## config.mk

```make
export PLATFORM = sky130hd
export DESIGN_NAME = clock_enable_gen_flat
export DESIGN_NICKNAME = d
export VERILOG_FILES = /design/src/rtl/periph_pkg.sv /design/src/rtl/clock_enable_gen_if.sv /design/src/rtl/clock_enable_chan.sv /design/src/rtl/clock_enable_gen.sv /design/src/flat_wrapper.sv
export SDC_FILE = /design/constraint.sdc
export NUM_CORES = 1
export LEC_CHECK = 0
export ABC_AREA = 1
export CORE_MARGIN = 8
export CORE_UTILIZATION = 50
export DETAILED_ROUTE_END_ITERATION = 12
export PLACE_DENSITY_LB_ADDON = 0.12
export SKIP_CTS_REPAIR_TIMING = 1
export SLEW_MARGIN = 15
export SYNTH_ARGS = -nofsm -noshare
export SYNTH_HDL_FRONTEND = slang
export SYNTH_HIERARCHICAL = 1
export SYNTH_SLANG_ARGS = --single-unit
```

## constraint.sdc

```tcl
create_clock -name clk -period 4.8 [get_ports clk]
set_clock_uncertainty 0.15 [all_clocks]
set_input_delay 1.44 -clock clk [delete_from_list [all_inputs] [get_ports clk]]
set_output_delay 1.44 -clock clk [all_outputs]
set_load 0.01 [all_outputs]
```

## src/rtl/periph_pkg.sv

```systemverilog
// Peripheral bus constants shared by clock_enable_gen and peripheral_controller.
// Covers the din field layout and the position of the SYNC register.
package periph_pkg;

   // SYNC register sits just past the last channel register.
   localparam int unsigned SYNC_OFS = 0;
   localparam int unsigned DIV_LSB  = 0;

   typedef enum logic [1:0] {
      ADDR_CHAN,
      ADDR_SYNC,
      ADDR_NONE
   } addr_kind_e;

   function automatic int unsigned en_bit(input int unsigned width);
      return width;
   endfunction

   function automatic int unsigned div_msb(input int unsigned width);
      return width - 1;
   endfunction

endpackage

```

## src/rtl/clock_enable_gen_if.sv

```systemverilog
// Register bus and enable outputs of the clock-enable generator.
interface clock_enable_gen_if #(
   parameter int N_CH   = 4,
   parameter int WIDTH  = 24,
   parameter int ADDR_W = 3
);
   logic [ADDR_W-1:0] address;
   logic [WIDTH:0]    din;
   logic              writeEnable;
   logic [WIDTH:0]    dout;
   logic [N_CH-1:0]   tick;
   logic [N_CH-1:0]   sq;

   modport master (output address, din, writeEnable, input dout, tick, sq);
   modport slave  (input address, din, writeEnable, output dout, tick, sq);
endinterface

```

## src/rtl/clock_enable_chan.sv

```systemverilog
// One divider channel: counter, divisor/enable register, tick and square wave.
module clock_enable_chan
   import periph_pkg::*;
#(
   parameter int          WIDTH   = 24,
   parameter int unsigned DEF_DIV = 24999,
   parameter int unsigned DEF_EN  = 1
) (
   input  logic             clk,
   input  logic             rst_n,
   input  logic             wr,
   input  logic             sync,
   input  logic [WIDTH:0]   din,
   output logic [WIDTH-1:0] div,
   output logic             en,
   output logic             tick,
   output logic             sq
);
   localparam int unsigned EN_B  = en_bit(WIDTH);
   localparam int unsigned DIV_M = div_msb(WIDTH);

   logic [WIDTH-1:0] ctr;
   logic             tc;

   assign tc = (ctr == div);

   // A write or SYNC restarts the phase and swallows any terminal count.
   always_ff @(posedge clk or negedge rst_n) begin
      if (!rst_n) begin
         div  <= WIDTH'(DEF_DIV);
         en   <= 1'(DEF_EN);
         ctr  <= '0;
         tick <= 1'b0;
         sq   <= 1'b0;
      end else if (wr) begin
         div  <= din[DIV_M:DIV_LSB];
         en   <= din[EN_B];
         ctr  <= '0;
         tick <= 1'b0;
         sq   <= 1'b0;
      end else if (sync || !en) begin
         ctr  <= '0;
         tick <= 1'b0;
         sq   <= 1'b0;
      end else begin
         ctr  <= tc ? '0 : ctr + WIDTH'(1);
         tick <= tc;
         if (tc) sq <= ~sq;
      end
   end

endmodule

```

## src/rtl/clock_enable_gen.sv

```systemverilog
// Multi-channel programmable clock-enable generator: address decode,
// per-channel dividers and a registered readback mux.
module clock_enable_gen
   import periph_pkg::*;
#(
   parameter int          N_CH    = 4,
   parameter int          WIDTH   = 24,
   parameter int unsigned DEF_DIV = 24999,
   parameter int unsigned DEF_EN  = 1,
   parameter int          ADDR_W  = 3
) (
   input  logic               clk,
   input  logic               rst_n,
   clock_enable_gen_if.slave  bus
);
   logic [N_CH-1:0][WIDTH-1:0] div_v;
   logic [N_CH-1:0]            en_v;
   logic [N_CH-1:0]            tick_v;
   logic [N_CH-1:0]            sq_v;
   logic [N_CH-1:0]            wr_ch;
   logic                       sync_wr;
   logic [WIDTH:0]             rd_val;
   logic [WIDTH:0]             dout_q;
   addr_kind_e                 kind;

   always_comb begin
      kind = ADDR_NONE;
      if (bus.address < ADDR_W'(N_CH))
         kind = ADDR_CHAN;
      else if (bus.address == ADDR_W'(N_CH + SYNC_OFS))
         kind = ADDR_SYNC;
   end

   assign sync_wr = bus.writeEnable && (kind == ADDR_SYNC);

   // Only real channels contribute; SYNC and unmapped addresses read 0.
   always_comb begin
      rd_val = '0;
      for (int i = 0; i < N_CH; i++)
         if (bus.address == ADDR_W'(i)) rd_val = {en_v[i], div_v[i]};
   end

   always_ff @(posedge clk or negedge rst_n) begin
      if (!rst_n) dout_q <= '0;
      else        dout_q <= rd_val;
   end

   for (genvar i = 0; i < N_CH; i++) begin : g_ch
      assign wr_ch[i] = bus.writeEnable && (kind == ADDR_CHAN) &&
                        (bus.address == ADDR_W'(i));

      clock_enable_chan #(
         .WIDTH   (WIDTH),
         .DEF_DIV (DEF_DIV),
         .DEF_EN  (DEF_EN)
      ) u_chan (
         .clk  (clk),
         .rst_n(rst_n),
         .wr   (wr_ch[i]),
         .sync (sync_wr),
         .din  (bus.din),
         .div  (div_v[i]),
         .en   (en_v[i]),
         .tick (tick_v[i]),
         .sq   (sq_v[i])
      );
   end

   assign bus.dout = dout_q;
   assign bus.tick = tick_v;
   assign bus.sq   = sq_v;

endmodule

```

## src/flat_wrapper.sv

```systemverilog
// flat-port wrapper written by rule: the top's interface ports become plain ports
module clock_enable_gen_flat import periph_pkg::*;
#(
   parameter int          N_CH    = 4,
   parameter int          WIDTH   = 24,
   parameter int unsigned DEF_DIV = 24999,
   parameter int unsigned DEF_EN  = 1,
   parameter int          ADDR_W  = 3
)
  (clk, rst_n, bus_address, bus_din, bus_writeEnable, bus_dout, bus_tick, bus_sq);
  clock_enable_gen_if #(.N_CH(N_CH), .WIDTH(WIDTH), .ADDR_W(ADDR_W)) bus_i ();
  input  logic clk;
  input  logic rst_n;
  input wire logic [$bits(bus_i.address)-1:0] bus_address;
  input wire logic [$bits(bus_i.din)-1:0] bus_din;
  input wire logic [$bits(bus_i.writeEnable)-1:0] bus_writeEnable;
  output wire logic [$bits(bus_i.dout)-1:0] bus_dout;
  output wire logic [$bits(bus_i.tick)-1:0] bus_tick;
  output wire logic [$bits(bus_i.sq)-1:0] bus_sq;
  assign bus_i.address = bus_address;
  assign bus_i.din = bus_din;
  assign bus_i.writeEnable = bus_writeEnable;
  assign bus_dout = bus_i.dout;
  assign bus_tick = bus_i.tick;
  assign bus_sq = bus_i.sq;
  clock_enable_gen #(.N_CH(N_CH), .WIDTH(WIDTH), .DEF_DIV(DEF_DIV), .DEF_EN(DEF_EN), .ADDR_W(ADDR_W)) u_core (.clk(clk), .rst_n(rst_n), .bus(bus_i));
endmodule
```

==> impl_metrics.toml <==
[routing]
post-route-drc-count = 0
drt_iter0_drc = 1217
via_per_inst = 5.39
first_pass_iters = 6
ant_nets = 0
routed-via-count = 12165
wire_per_inst_um = 18.6
wirelength_um = 41900

[die]
dieArea_mm2 = 0.0321
core_area_mm2 = 0.0261
die_w_um = 179
start_util_pct = 51.0
io_pins = 64
die_h_um = 179
num_rows = 59

[place]
port_buffers = 63
place_inst = 2209
gp_congestion = 0.932
hpwl_um = 31100
dp_slack_ps = 890

[flow_run]
drv_cap = 0

[sta]
max_freq_mhz = 284
fin_crit_sh_pct = 73.5
setup_ws_ps = 1270
hold_viol_final = 0
rsz0062_at_grt = "false"
final_max_slew_viol_count = 0
finalSetupViolCount = 0
worst_pin_slew_ps = 947
maxSlewHeadroom_pct = 36.8
period_needed_ps = 3530
tns_ps = 0
fin_hold_ws_ps = 331

[layout]
nNetsFinal = 1938
multiInputGateArea_mm2 = 0.00613
syn_to_final_growth_pct = 12.0
diodes = 0
n_fill_cell = 2557
layout-drive-gt1-share_pct = 9.36
seqCellArea_mm2 = 0.00578
final_cell_count_no_fill = 2258

[yosys]
synthArstFlopShare_pct = 100
avgSynthCellArea_um2 = 7.13
syn_area_mm2 = 0.0133
seq_area_frac_synth_pct = 43.3
synthTopCellsByArea = "dfrtp_1 (36%), nand2_1 (18%), dfstp_2 (7.1%)"
synth_common_cells = "nand2_1 (624), inv_1 (250), nor2_1 (220)"
synth_nets = 1905
syn_inst = 1870
synth-edff-count = 0
netlist.top_cell.by_area = "dfrtp_1"
synth.top_cell.area_share_pct = 36.2
yosysMostFrequentCell = "nand2_1"
synth_flop_cell = "dfrtp_1"
ys_ff_latch = 229
ys_warn_count = 6
synth.distinct_cells = 26

[cts]
cts_max_path_buffers = 3
cts_root_buf = "clkbuf_16"
htree_num_levels = 1
clk_pin_slew_ps = 60
cts_num_sinks = 229
cts_buffers = 27
cts_tree = "built"
insertion_delay_ps = 550

[critical_path]
setup.worst_path.start = "bus_address[1]"
worstPathRequired_ps = 5060
rr_worst_depth = 9
critPathArrivalTime_ps = 3780
r2r_slack_ps = 2660
path_depth = 9
r2r-end = "u_core/g_ch[1].u_chan/ctr[18]"
critPathTopFamily = "simple AND/OR/NAND/NOR gates"
cp_cell_sequence = "buf_2, nor2_8, inv_1, nor3_2, inv_1, nand2_1, nor2_1, nand2_2, nor2_1"
critPathMaxStageDelay_ps = 610
worst_setup_path_start_kind = "input port"
crit_end = "u_core/g_ch[3].u_chan/ctr[21]"
worstSetupPathType = "in -> reg"
critPathMaxFanout = 27
cp_num_buf_inv = 3
worst_path_max_delay_cell = "nor3_2"
cp-end-kind = "flip-flop"
reg2reg_from = "u_core/g_ch[1].u_chan/div[2]"

[global_routing]
grt_pass1_vias = 11663
antenna_found_initial = 0
grt_max_degree = 104
grt_pass1_wl_um = 65600
grt_overflow_total = 0
grt_usage_pct = 26.7

[power_and_ir_drop]
p_leak_nw = 6.75
ir_drop_mv = 0.230
pwr_density_cell_mw_per_mm2 = 370

[worst_hold_path]
hp-class = "reg -> reg"
hold_depth = 2

[status]
status = "completed"
==> stage by stage <==
stage                     total power (W)  utilization [%]  cell area, µm²
final                             0.00553             57.1           14900
after global placement            0.00345             53.7           14000
after floorplan                   0.00303                -           13300
after global routing              0.00579             57.1           14900
after CTS                         0.00555             57.1           14900
after detailed placement          0.00345             53.7           14000
==> placed cells by master (no fill, tap or decap), drive strengths merged, types with 22 or more instances in the layout <==
cell type	instances
clkbuf	41
clkdlybuf4s50	60
dfrtp	193
dfstp	36
inv	262
nand2	628
nand3	81
nand4	120
nor2	269
nor3	22
o21ai	104
xor2	52
==> cells by family after synthesis <==
logic type               Yosys count  synth area share [%]
adder cells (fa/ha/maj)            4                 0.376
XOR/XNOR                          64                  4.21
AO/OA/AOI/OAI                    112                  4.24
buffers and inverters            330                  10.8
AND/OR/NAND/NOR                 1131                  37.0
flip-flops                       229                  43.3
==> worst register-to-register path, delay by kind of cell (launching register included) <==
family	cells	cell delay, ps
and+or+nand+nor	7	1040
DFF	1	580
AOI/OAI and AO/OA	1	150
buffers and inverters	1	70
==> power by group <==
part           switching [W]  leakage [nW]  internal (W)  total [W]
combinational       0.000624          3.37      0.000329   0.000953
clock               0.000836         0.457       0.00125    0.00208
sequential          0.000298          2.92       0.00219    0.00249
==> state kept, by name, indices dropped and copies added (netlist names) <==
| signal | flops |
|---|---|
| u_core/bus.dout | 25 |
| u_core/g_ch.u_chan/ctr | 96 |
| u_core/g_ch.u_chan/div | 96 |
| u_core/g_ch.u_chan/en | 4 |
| u_core/g_ch.u_chan/sq | 4 |
| u_core/g_ch.u_chan/tick | 4 |
==> worst min-delay path by stage <==
stage,start,to,slack (ps)
2_1_floorplan,u_core/g_ch[1].u_chan/en,u_core/g_ch[1].u_chan/en,300
3_3_place_gp,u_core/g_ch[3].u_chan/en,u_core/g_ch[3].u_chan/en,320
3_5_place_dp,u_core/g_ch[3].u_chan/en,u_core/g_ch[3].u_chan/en,320
4_1_cts,u_core/g_ch[3].u_chan/en,u_core/g_ch[3].u_chan/en,330
5_1_grt,u_core/g_ch[0].u_chan/en,u_core/g_ch[0].u_chan/en,370
6_report,u_core/g_ch[3].u_chan/en,u_core/g_ch[3].u_chan/en,330
==> metal layers <==
metal	track usage, %	share of wire [%]	routed length [µm]	vias up
met5	0	0	0	-
met4	7.39	2.8	1190	0
met3	6.91	9.2	3840	71
met2	41.5	44	18400	446
met1	36.3	44	18500	5744
li1	-	-	-	5904
==> area by class of cell <==
type	count	area share (%)
multi-input combinational	1311	41.1
sequential	229	38.7
inverter	261	6.56
clock buffer	41	5.62
timing repair buffer	73	4.78
tap	335	2.81
clock inverter	8	0.461
Power figures use the tool's default switching activity.
